**config.mk**
```make
export PLATFORM = sky130hd
export DESIGN_NAME = imm_gen_pipe
export DESIGN_NICKNAME = d
export VERILOG_FILES = /design/src/rtl/riscv_pkg.sv /design/src/rtl/imm_decode.sv /design/src/rtl/imm_gen_pipe.sv
export SDC_FILE = /design/constraint.sdc
export NUM_CORES = 1
export LEC_CHECK = 0
export ABC_AREA = 1
export CAP_MARGIN = 0
export CORE_MARGIN = 8
export CORE_UTILIZATION = 23
export CTS_CLUSTER_SIZE = 12
export DETAILED_ROUTE_END_ITERATION = 6
export GPL_TIMING_DRIVEN = 0
export MAX_ROUTING_LAYER = met4
export PLACE_DENSITY = 0.45
export SETUP_SLACK_MARGIN = 0.05
export SYNTH_ARGS = -nofsm -noshare
export SYNTH_HDL_FRONTEND = slang
export SYNTH_SLANG_ARGS = --single-unit
export TNS_END_PERCENT = 100
```
**constraint.sdc**
```tcl
create_clock -name clk -period 4.33 [get_ports clk]
set_clock_uncertainty 0.15 [all_clocks]
set_input_delay 0.6495 -clock clk [delete_from_list [all_inputs] [get_ports clk]]
set_output_delay 0.6495 -clock clk [all_outputs]
set_load 0.02 [all_outputs]
```
**src/rtl/riscv_pkg.sv**
```systemverilog
// Shared RISC-V encodings used by the immediate generator: opcodes,
// funct3 codes that select shift/CSR-immediate forms, and immediate type codes.
package riscv_pkg;

    localparam logic [6:0] OPC_LOAD      = 7'b0000011;
    localparam logic [6:0] OPC_OP_IMM    = 7'b0010011;
    localparam logic [6:0] OPC_AUIPC     = 7'b0010111;
    localparam logic [6:0] OPC_OP_IMM_32 = 7'b0011011;
    localparam logic [6:0] OPC_STORE     = 7'b0100011;
    localparam logic [6:0] OPC_LUI       = 7'b0110111;
    localparam logic [6:0] OPC_BRANCH    = 7'b1100011;
    localparam logic [6:0] OPC_JALR      = 7'b1100111;
    localparam logic [6:0] OPC_JAL       = 7'b1101111;
    localparam logic [6:0] OPC_SYSTEM    = 7'b1110011;

    localparam logic [2:0] F3_SLL     = 3'b001;
    localparam logic [2:0] F3_SRL_SRA = 3'b101;
    localparam logic [2:0] F3_CSRRWI  = 3'b101;
    localparam logic [2:0] F3_CSRRSI  = 3'b110;
    localparam logic [2:0] F3_CSRRCI  = 3'b111;

    typedef enum logic [2:0] {
        IMM_NONE  = 3'd0,
        IMM_I     = 3'd1,
        IMM_S     = 3'd2,
        IMM_B     = 3'd3,
        IMM_U     = 3'd4,
        IMM_J     = 3'd5,
        IMM_SHAMT = 3'd6,
        IMM_ZIMM  = 3'd7
    } imm_type_e;

endpackage

```
**src/rtl/imm_decode.sv**
```systemverilog
// Combinational immediate decode: classifies the instruction, builds the
// extended immediate and the pc-relative target for B/J/AUIPC.
module imm_decode
    import riscv_pkg::*;
#(
    parameter int XLEN    = 32,
    parameter int SHAMT_W = (XLEN == 64) ? 6 : 5
) (
    input  logic [31:0]     instr,
    input  logic [XLEN-1:0] pc,
    output logic [XLEN-1:0] imm,
    output logic [2:0]      imm_type,
    output logic [XLEN-1:0] target,
    output logic            illegal
);

    logic [6:0] opcode;
    logic [2:0] funct3;
    logic signed [31:0] i_imm, s_imm, b_imm, u_imm, j_imm;
    imm_type_e  type_sel;
    logic [XLEN-1:0] imm_raw;
    logic       bad;

    assign opcode = instr[6:0];
    assign funct3 = instr[14:12];
    assign i_imm  = {{20{instr[31]}}, instr[31:20]};
    assign s_imm  = {{20{instr[31]}}, instr[31:25], instr[11:7]};
    assign b_imm  = {{20{instr[31]}}, instr[7], instr[30:25], instr[11:8], 1'b0};
    assign u_imm  = {instr[31:12], 12'b0};
    assign j_imm  = {{12{instr[31]}}, instr[19:12], instr[20], instr[30:21], 1'b0};

    always_comb begin
        type_sel = IMM_NONE;
        imm_raw  = '0;
        bad      = 1'b0;
        unique case (opcode)
            OPC_LOAD, OPC_JALR: begin
                type_sel = IMM_I;
                imm_raw  = XLEN'(i_imm);
            end
            OPC_OP_IMM: begin
                if (funct3 == F3_SLL || funct3 == F3_SRL_SRA) begin
                    // RV32 shift with shamt[5] set has no legal meaning
                    if (XLEN == 32 && instr[25]) begin
                        bad = 1'b1;
                    end else begin
                        type_sel = IMM_SHAMT;
                        imm_raw  = XLEN'(instr[20 +: SHAMT_W]);
                    end
                end else begin
                    type_sel = IMM_I;
                    imm_raw  = XLEN'(i_imm);
                end
            end
            OPC_OP_IMM_32: begin
                if (XLEN != 64) begin
                    bad = 1'b1;
                end else if (funct3 == F3_SLL || funct3 == F3_SRL_SRA) begin
                    type_sel = IMM_SHAMT;
                    imm_raw  = XLEN'(instr[24:20]);
                end else begin
                    type_sel = IMM_I;
                    imm_raw  = XLEN'(i_imm);
                end
            end
            OPC_STORE: begin
                type_sel = IMM_S;
                imm_raw  = XLEN'(s_imm);
            end
            OPC_BRANCH: begin
                type_sel = IMM_B;
                imm_raw  = XLEN'(b_imm);
            end
            OPC_LUI, OPC_AUIPC: begin
                type_sel = IMM_U;
                imm_raw  = XLEN'(u_imm);
            end
            OPC_JAL: begin
                type_sel = IMM_J;
                imm_raw  = XLEN'(j_imm);
            end
            OPC_SYSTEM: begin
                if (funct3 == F3_CSRRWI || funct3 == F3_CSRRSI || funct3 == F3_CSRRCI) begin
                    type_sel = IMM_ZIMM;
                    imm_raw  = XLEN'(instr[19:15]);
                end
            end
            default: bad = 1'b1;
        endcase
    end

    always_comb begin
        illegal  = bad;
        imm_type = bad ? IMM_NONE : type_sel;
        imm      = bad ? '0 : imm_raw;
        target   = '0;
        if (!bad && (type_sel == IMM_B || type_sel == IMM_J || opcode == OPC_AUIPC)) begin
            target = pc + imm_raw;
        end
    end

endmodule

```
**src/rtl/imm_gen_pipe.sv**
```systemverilog
// Two-entry (output + skid) registered pipeline around imm_decode; sustains
// one beat per cycle with a registered in_ready.
module imm_gen_pipe
    import riscv_pkg::*;
#(
    parameter int XLEN    = 32,
    parameter int SHAMT_W = (XLEN == 64) ? 6 : 5
) (
    input  logic            clk,
    input  logic            rst,
    input  logic            in_valid,
    output logic            in_ready,
    input  logic [31:0]     in_instr,
    input  logic [XLEN-1:0] in_pc,
    input  logic            flush,
    output logic            out_valid,
    input  logic            out_ready,
    output logic [XLEN-1:0] out_imm,
    output logic [2:0]      out_imm_type,
    output logic [XLEN-1:0] out_target,
    output logic            out_illegal
);

    logic [XLEN-1:0] dec_imm, dec_target;
    logic [2:0]      dec_type;
    logic            dec_illegal;

    imm_decode #(.XLEN(XLEN), .SHAMT_W(SHAMT_W)) u_decode (
        .instr    (in_instr),
        .pc       (in_pc),
        .imm      (dec_imm),
        .imm_type (dec_type),
        .target   (dec_target),
        .illegal  (dec_illegal)
    );

    logic            in_ready_q, out_valid_q, skid_valid_q;
    logic [XLEN-1:0] out_imm_q, out_target_q, skid_imm_q, skid_target_q;
    logic [2:0]      out_type_q, skid_type_q;
    logic            out_illegal_q, skid_illegal_q;

    logic accept, out_free, out_load_skid, out_load_in, skid_load;
    logic out_valid_d, skid_valid_d;

    // out_free: the output register is empty or retiring this cycle
    always_comb begin
        accept        = in_valid & in_ready_q & ~flush;
        out_free      = ~out_valid_q | out_ready;
        out_load_skid = out_free & skid_valid_q;
        out_load_in   = out_free & ~skid_valid_q & accept;
        skid_load     = ~out_free & accept;
        out_valid_d   = out_free ? (skid_valid_q | accept) : 1'b1;
        skid_valid_d  = out_free ? 1'b0 : (skid_valid_q | accept);
    end

    always_ff @(posedge clk) begin
        if (rst) begin
            in_ready_q     <= 1'b0;
            out_valid_q    <= 1'b0;
            skid_valid_q   <= 1'b0;
            out_imm_q      <= '0;
            out_type_q     <= IMM_NONE;
            out_target_q   <= '0;
            out_illegal_q  <= 1'b0;
            skid_imm_q     <= '0;
            skid_type_q    <= IMM_NONE;
            skid_target_q  <= '0;
            skid_illegal_q <= 1'b0;
        end else if (flush) begin
            in_ready_q   <= 1'b1;
            out_valid_q  <= 1'b0;
            skid_valid_q <= 1'b0;
        end else begin
            in_ready_q   <= ~skid_valid_d;
            out_valid_q  <= out_valid_d;
            skid_valid_q <= skid_valid_d;
            if (out_load_skid) begin
                out_imm_q     <= skid_imm_q;
                out_type_q    <= skid_type_q;
                out_target_q  <= skid_target_q;
                out_illegal_q <= skid_illegal_q;
            end else if (out_load_in) begin
                out_imm_q     <= dec_imm;
                out_type_q    <= dec_type;
                out_target_q  <= dec_target;
                out_illegal_q <= dec_illegal;
            end
            if (skid_load) begin
                skid_imm_q     <= dec_imm;
                skid_type_q    <= dec_type;
                skid_target_q  <= dec_target;
                skid_illegal_q <= dec_illegal;
            end
        end
    end

    assign in_ready     = in_ready_q;
    assign out_valid    = out_valid_q;
    assign out_imm      = out_imm_q;
    assign out_imm_type = out_type_q;
    assign out_target   = out_target_q;
    assign out_illegal  = out_illegal_q;

endmodule

```
# [Word-level counts from Yosys, hierarchy flattened]
# Index checks and enable logic that the tools add are counted.
# Widths: inputs -> output; s select.
[totals] regBits=139 inputBits=69
[op_classes] addsub=1 n_eq_ne=15 mux=25 n_bitwise=13 reduce_logical=14
[op_table] cell="$mux 32" n=7
[op_table] cell="$pmux 32 s7" n=1
[op_table] cell="$add 32x32->32" n=1
[op_table] cell="$eq 7x7->1 const B" n=4
[op_table] cell="$pmux 3 s7" n=1
[op_table] cell="$mux 3" n=6
[op_table] cell="$eq 7x5->1 const B" n=2
[op_table] cell="$eq 7x6->1 const B" n=2
[op_table] cell="$eq 3x3->1 const B" n=4
[op_table] cell="$mux 5" n=2
[op_table] cell="$reduce_or 8->1" n=1
[op_table] cell="$eq 7x2->1 const B" n=1
[op_table] cell="$mux 1" n=7
[op_table] cell="$and 1x1->1" n=6
[op_table] cell="$reduce_or 2->1" n=3
[op_table] cell="$logic_or 1x1->1" n=5
[op_table] cell="$not 1->1" n=5
[op_table] cell="$reduce_and 2->1" n=2
[op_table] cell="$eq 3x1->1 const B" n=1
[op_table] cell="$eq 3x2->1 const B" n=1
[op_table] cell="$or 1x1->1" n=2
[op_table] cell="$pmux 1 s2" n=1
[op_table] cell="$reduce_bool 2->1" n=1
[op_table] cell="$logic_and 1x1->1" n=1
[op_table] cell="$logic_not 1->1" n=1

# [Longest topological paths before layout]
# Gate-level depths: netlist of run 1.
[depth] ltp_word=12 ltp_mapped=33 ltp_nobuf=33

# [By module]
# Synthesis of run 1 repeated with hierarchy kept, for this count alone.
[unflattened] hier_cells=1622 hier_area_um2=9564.2
[by_module_without_submodules] module="imm_gen_pipe" instances=1 cells_each=979 area_per_inst_um2=6312.3 seq_area_each_um2=2782.7
[by_module_without_submodules] module="imm_decode" instances=1 cells_each=643 area_per_inst_um2=3251.9 seq_area_each_um2=0.0

# [Worst setup path before layout of run 1]
# OpenSTA, ideal clock, no wires.
[synth_path] path_type="input to register" startpoint="input port in_instr[1]" endpoint="register out_target_q[17] (netlist: out_target[17])" setup_ns=0.135 t_arrival_ns=3.712 slack_ns=0.334 path_stages=31 cell_sequence="nand2_1 inv_1 nand2_1 nor2_1 nor2_2 nand2_1 a21oi_1 inv_1 nor2_1 inv_1 a221oi_1 inv_1 ha_1 nand3_1 o211ai_1 a21oi_1 nand2_1 nand2_1 inv_2 nand2_1 nand2_2 nand2_2 nand2_4 nand2_2 nand2_2 nor2_1 nor2_2 nand2_1 nand2_1 nand2_1 a21oi_2"
[synth_via] elab_chain_cells=10 word_cells_on_any_way=25 cone_classes="1 x add/sub; 11 x eq/ne; 6 x mux; 7 x reduce/logical"
[synth_rtl] item="start: declaration" line="imm_gen_pipe.sv:13" source="input logic [31:0] in_instr,"
[synth_rtl] item="branches (longest 7 deep; another with $add 32x32->32)"
[synth_rtl] item="$mux 32 (*)" line="imm_decode.sv:97" source="if (!bad && (type_sel == IMM_B || type_sel == IMM_J || opcode == OPC_AUIPC)) begin"
[synth_rtl] item="$mux 32 (*)" line="imm_gen_pipe.sv:82" source="end else if (out_load_in) begin"
[synth_rtl] item="$mux 32 (*)" line="imm_gen_pipe.sv:77" source="if (out_load_skid) begin"
[synth_rtl] item="end signal: assignment" line="imm_gen_pipe.sv:80" source="out_target_q <= skid_target_q;"
[synth_rtl] item="end signal: assignment" line="imm_gen_pipe.sv:85" source="out_target_q <= dec_target;"
[synth_rtl] item="end: declaration" line="imm_gen_pipe.sv:38" source="logic [XLEN-1:0] out_imm_q, out_target_q, skid_imm_q, skid_target_q;"
# Mark *: on every way between the ends. The select of a mux whose other input is x is not followed.
# A chain may end at the register's enable or synchronous reset.

# [Final worst setup path of run 1]
[layout_path] startpoint="input port in_instr[6]" endpoint="register out_target_q[31] (netlist: out_target[31])"
# Same word-level chain as after synthesis.

==> run_results.csv, run 1 <==
group,metric,value,unit
outcome,outcome,"finished clean",
place,gp_congestion,0.908,
routing,drc_errors,0,
sta,drv_slew,0,
routing,vias,9413,
logic_synthesis,synth_cell_types,43,
sta,fin_crit,4050,ps
layout,fin_nets,1606,
logic_synthesis,synth_area_leaders,"dfxtp_1, nand2_1, a21oi_1, o21ai_0, nor2_1",
global_routing,grt_max_degree,17,
sta,worst_pin_slew,1350,ps
clocking,clkSinkCount,139,
routing,wl,37.1,mm
logic_synthesis,ys_seq_area_frac,0.326,
layout,layout-drive-gt1-share,0.132,
place,numPortBuffers,136,
sta,hold_ws,316,ps
logic_synthesis,syn_nets,1424,
clocking,numCtsBuffers,17,
layout,multi_input_area,5240,um2
global_routing,global_route.overflow_total,0,
run,maxCapViolCount,0,
sta,rsz0062_at_grt,"false",
floorplanning,start_util,0.233,
logic_synthesis,synth_top_cell_by_area,"dfxtp_1",
logic_synthesis,ys_seq_elements,139,
sta,finalSetupViolations,0,
clocking,cts_tree,"yes",
layout,final_core_util,0.317,
floorplanning,rows,70,
global_routing,grt_pass1_wl,56.1,mm
routing,via_per_inst,4.72,
critical_path,critPathLaunchType,"input pin",
floorplanning,core-area,36600,um2
worst_hold_path,min_path_type,"register to register",
floorplanning,die_w,209,um
logic_synthesis,netlist_area,8530,um2
logic_synthesis,syn_inst,1331,
clocking,h-tree-depth,4,
routing,detail-route-antenna-nets,0,
layout,diodes,0,
clocking,insertion_delay,440,ps
power,power.leakage,0.00526,uW
power,report.power.total,3270,uW
worst_hold_path,min_from,"out_target[26]$_SDFFE_PP0P_",
routing,routedWlPerCell,18.6,um
logic_synthesis,synth.top_cell.area_share,0.326,
routing,drt-pass1-iter-count,6,
power,clockPowerShare,0.476,
routing,drt-initial-drc-count,620,
power,power_density,282,nW/um2
critical_path,crit_required,4490,ps
critical_path,cp-startpoint,"in_instr[6]",
logic_synthesis,syn_area_per_cell,6.41,um2
floorplanning,die_y,209,um
sta,setup_tns,0,ps
power,combPwrFrac,0.126,
clocking,clock_path_buffers,2,
logic_synthesis,yosys_warnings,0,
layout,seq_area,2780,um2
global_routing,antenna_found_initial,0,
sta,slew_headroom,0.0975,
layout,fillCellCount,4027,
critical_path,rr_startpoint,"out_valid$_SDFF_PP0_",
floorplanning,die_area,43500,um2
critical_path,critical_path_arrival,4210,ps
logic_synthesis,synthArstFlopShare,0,
place,place_area,10500,um2
critical_path,critPathMaxFanout,10,
global_routing,grt_pass1_vias,9377,
power,p_switching,890,uW
clocking,root_buffer,"clkbuf_16",
power,seqPwrFrac,0.398,
power,ir_worst_vdd,0.000261,V
place,dp_hpwl,29.7,mm
layout,finalInstanceArea,11600,um2
floorplanning,io_pins,139,
sta,hold_viol,0,
critical_path,endpoint_kind,"register",
global_routing,grt_usage,0.172,
layout,area_growth,35.9,%
sta,fin_crit_sh,0.935,
power,power.internal,2380,uW
critical_path,path_class,"input pin to register",
sta,max_freq,0.247,GHz
logic_synthesis,synth_edf_count,0,
power,netSwitchingFraction,0.273,
logic_synthesis,synthFlopType,"dfxtp_1",
clocking,clk_pin_slew,60,ps
[layout by cell type, fill, tap and decap left out, drive strengths merged, types with 9 or more instances in the layout]
cell type | Yosys | final
a21oi | 152 | 152
ha | 23 | 23
o21ai | 137 | 137
nand4 | 19 | 19
buf | 5 | 32
o211ai | 19 | 19
clkbuf | 56 | 77
inv | 145 | 148
o22ai | 27 | 27
nor2 | 163 | 163
nand3 | 79 | 79
clkdlybuf4s50 | 0 | 127
nor3 | 9 | 9
dfxtp | 139 | 139
nand2 | 324 | 324
[stage by stage]
stage | instances | worst slack [ps]
final | 1994 | 281
after global routing | 1994 | 32.1
after CTS | 1978 | 47.5
after detailed placement | 1935 | -1290
after global placement | 1935 | -1230
after floorplan | 1331 | 334
[metal layers]
metal | part of all wire | GRT usage | up-vias
li1 | - | - | 4793
met3 | 0.035 | 0.0250 | 43
met4 | 0.024 | 0.0484 | 0
met5 | 0 | - | -
met1 | 0.48 | 0.219 | 4349
met2 | 0.46 | 0.283 | 228
[critical path, stage by stage]
cell	delay (ps)
dlygate4sd2_1	340
inv_1	90
nand3_1	140
nor2_2	60
nor2_2	140
buf_4	130
nand3_4	150
buf_12	200
nand2_1	70
clkbuf_4	230
nand2_2	170
ha_1	390
nand2_1	110
nor3_1	240
nand2_1	150
nor4_1	340
nand2_1	160
nand2_1	90
nand2_1	60
nand3_2	90
nand2_1	60
nand2_1	90
a21oi_2	50
[final cells by class]
cell class                      count  area share
Buffer                             61      0.0219
Tap cell                          468      0.0505
Timing Repair Buffer              163       0.135
Inverter                          148      0.0479
Sequential cell                   139       0.240
Multi-Input combinational cell    983       0.452
Clock inverter                     12      0.0140
Clock buffer                       20      0.0385
[synth_stat cells (5+ instances only)]
| library cell | instances |
|---|---|
| nor2_2 | 9 |
| nand3_2 | 12 |
| nand2_1 | 294 |
| o21ai_0 | 133 |
| nand3_1 | 66 |
| inv_1 | 140 |
| o211ai_1 | 19 |
| nor4_1 | 5 |
| nand4_1 | 19 |
| o22ai_1 | 27 |
| inv_2 | 5 |
| nor3_1 | 9 |
| nand2_2 | 25 |
| clkbuf_1 | 55 |
| ha_1 | 23 |
| nand2_4 | 5 |
| a21oi_2 | 8 |
| a21oi_1 | 143 |
| nor2_1 | 150 |
| dfxtp_1 | 139 |
[final timing paths]
check | depth (start not counted) | slack [ps] | to
hold reg to reg | 2 | 320 | out_target[26]$_SDFFE_PP0P_
setup / recovery | 23 | 280 | out_target[31]$_SDFFE_PP0P_
hold / removal | 2 | 320 | out_target[26]$_SDFFE_PP0P_
setup reg to reg | 8 | 1460 | skid_target_q[8]$_SDFFE_PP0P_
[kinds of logic after synthesis]
| group | after synthesis | synth area share |
|---|---|---|
| compound gates | 353 | 0.227 |
| buf+inv | 209 | 0.0945 |
| simple gates | 604 | 0.314 |
| fa+ha+maj | 24 | 0.0361 |
| flops | 139 | 0.326 |
| xor+xnor | 2 | 0.00205 |
[power groups by stage]
stage	Clock (uW)	Combinational, uW	Sequential (uW)
floorplan	0	183	1340
global placement	0	385	1330
detailed placement	0	385	1330
CTS	1590	395	1300
global route	1640	447	1300
finish	1560	411	1300
[flip-flops by register name, summed over array words and instances, names as in the netlist]
name	cells
skid_illegal_q	1
skid_valid_q	1
in_ready	1
out_imm	32
out_valid	1
out_illegal	1
skid_target_q	32
skid_imm_q	32
out_target	32
out_imm_type	3
skid_type_q	3
[timing repair]
action | 4_1_cts | 5_1_grt
gates resized for setup | 32 | 62
hold buffers | 0 | 0
setup buffers | 11 | 16
endpoints found under the setup margin | 53 | 44
pin swaps | 9 | 28
Note: power is estimated with default switching activity, not from simulation.
==> run 2, diff against run 1 <==
- REMOVE_ABC_BUFFERS: unset -> 1
==> run_results.csv, run 2 (synthesized netlist as in run 1, its figures left out) <==
group,metric,value,unit
power,report.power.total,3200,uW
global_routing,grt_pass1_vias,8900,
worst_hold_path,min_from,"out_target[25]$_SDFFE_PP0P_",
sta,fin_crit,4030,ps
routing,drt-pass1-iter-count,5,
layout,area_growth,35.3,%
run,maxCapViolCount,0,
critical_path,critPathMaxFanout,6,
power,power_density,278,nW/um2
clocking,root_buffer,"clkbuf_16",
critical_path,slowest_delay,320,ps
floorplanning,die_y,209,um
layout,final_cells,1946,
critical_path,path_class,"input pin to register",
critical_path,endpoint_kind,"register",
critical_path,critPathLaunchType,"input pin",
worst_hold_path,min_path_type,"register to register",
place,dp_cells,1885,
clocking,clock_path_buffers,2,
critical_path,cp_top_family,"simple AND/OR/NAND/NOR gates",
sta,setup_slack,296,ps
place,dp_slack,-1010,ps
floorplanning,rows,70,
sta,hold_ws,311,ps
sta,hold_viol,0,
routing,wl,33.8,mm
routing,vias,9171,
floorplanning,core-area,36600,um2
clocking,holdBufCountCts,0,
power,power.leakage,0.00530,uW
clocking,clk_pin_slew,60,ps
floorplanning,die_area,43500,um2
critical_path,critical-path-slowest-cell,"dlygate4sd2_1",
clocking,insertion_delay,440,ps
outcome,outcome,"finished clean",
sta,fin_crit_sh,0.932,
sta,setup_tns,0,ps
clocking,clkSinkCount,139,
floorplanning,start_util,0.233,
sta,finalSetupViolations,0,
routing,drt-initial-drc-count,455,
layout,final_common_cell,"nand2_1",
layout,fillCellCount,4054,
global_routing,antenna_found_initial,2,
critical_path,critPathBufInv,6,
critical_path,cp-startpoint,"in_instr[4]",
clocking,cts_tree,"yes",
power,ir_worst_vdd,0.000268,V
sta,worst_pin_slew,1080,ps
layout,layout-drive-gt1-share,0.135,
place,gp_congestion,0.886,
layout,layout_common_cells,"nand2_1, nor2_1, dfxtp_1",
clocking,h-tree-depth,4,
place,numPortBuffers,138,
global_routing,grt_pass1_wl,52.1,mm
global_routing,grt_max_degree,51,
floorplanning,io_pins,139,
clocking,numCtsBuffers,17,
critical_path,crit_required,4480,ps
critical_path,cpMostUsedCell,"nand2_2",
sta,slew_headroom,0.281,
routing,detail-route-antenna-nets,0,
place,dp_hpwl,25.9,mm
sta,max_freq,0.248,GHz
routing,routedWlPerCell,17.4,um
critical_path,rr_startpoint,"out_valid$_SDFF_PP0_",
routing,via_per_inst,4.71,
floorplanning,die_w,209,um
critical_path,critical_path_arrival,4180,ps
sta,drv_slew,0,
sta,rsz0062_at_grt,"false",
global_routing,grt_usage,0.158,
global_routing,global_route.overflow_total,0,
layout,fin_nets,1556,
routing,drc_errors,0,
-- run 2: cell count changes in the layout (fill, tap and decap cells not counted), sizes merged, moves of 2 or more --
cell    change
clkbuf     -59
inv         +6
buf         +5
bufinv      -2
clkinv      -2
diode       +2
-- run 2: final cells by class --
cell class              count  area [um2]  area share
clock inverters            14         151      0.0131
diodes                      2        5.00    0.000434
repair buffers            174        1790       0.155
flip-flops and latches    139        2780       0.241
inverters                 148         557      0.0483
well taps                 468         586      0.0507
multi-input cells         983        5230       0.453
clock buffers              18         439      0.0381
-- run 2: routing by layer --
layer / GRT usage / vias up / share of wire
met1: 0.201 / 4285 / 0.48
li1: - / 4684 / -
met2: 0.257 / 176 / 0.47
met3: 0.0304 / 26 / 0.042
met4: 0.0343 / 0 / 0.011
met5: - / - / 0
-- run 2: repair_timing --
item / 4_1_cts / 5_1_grt
gates resized for setup: 28 / 48
setup endpoints to repair: 58 / 43
setup buffers: 10 / 17
pin swaps: 15 / 38
-- run 2: power breakdown --
group          internal, uW  leakage (uW)  switching [uW]
logic                   158       0.00389             242
clock network           832      0.000286             672
registers              1290       0.00112            7.01
total                  2280       0.00530             921
-- run 2: final timing paths --
check | to | slack, ps | depth (start not counted)
worst max-delay path | out_target[17]$_SDFFE_PP0P_ | 300 | 32
worst min-delay path | out_target[25]$_SDFFE_PP0P_ | 310 | 2
worst max register to register | skid_imm_q[28]$_SDFFE_PP0P_ | 1170 | 7
worst min register to register | out_target[25]$_SDFFE_PP0P_ | 310 | 2
-- run 2: stage by stage --
step	util	instance area, um2
2_1_floorplan	-	8280
3_3_place_gp	0.280	10200
3_5_place_dp	0.286	10500
4_1_cts	0.306	11200
5_1_grt	0.315	11500
6_report	0.315	11500
-- run 2: worst register-to-register path, cell delays in order (launching register included) --
cell and delay, ps:
dfxtp_1 350, inv_1 40, nor2_1 280, inv_1 190, nor2_4 570, clkinv_1 970
o21ai_0 430, inv_1 60
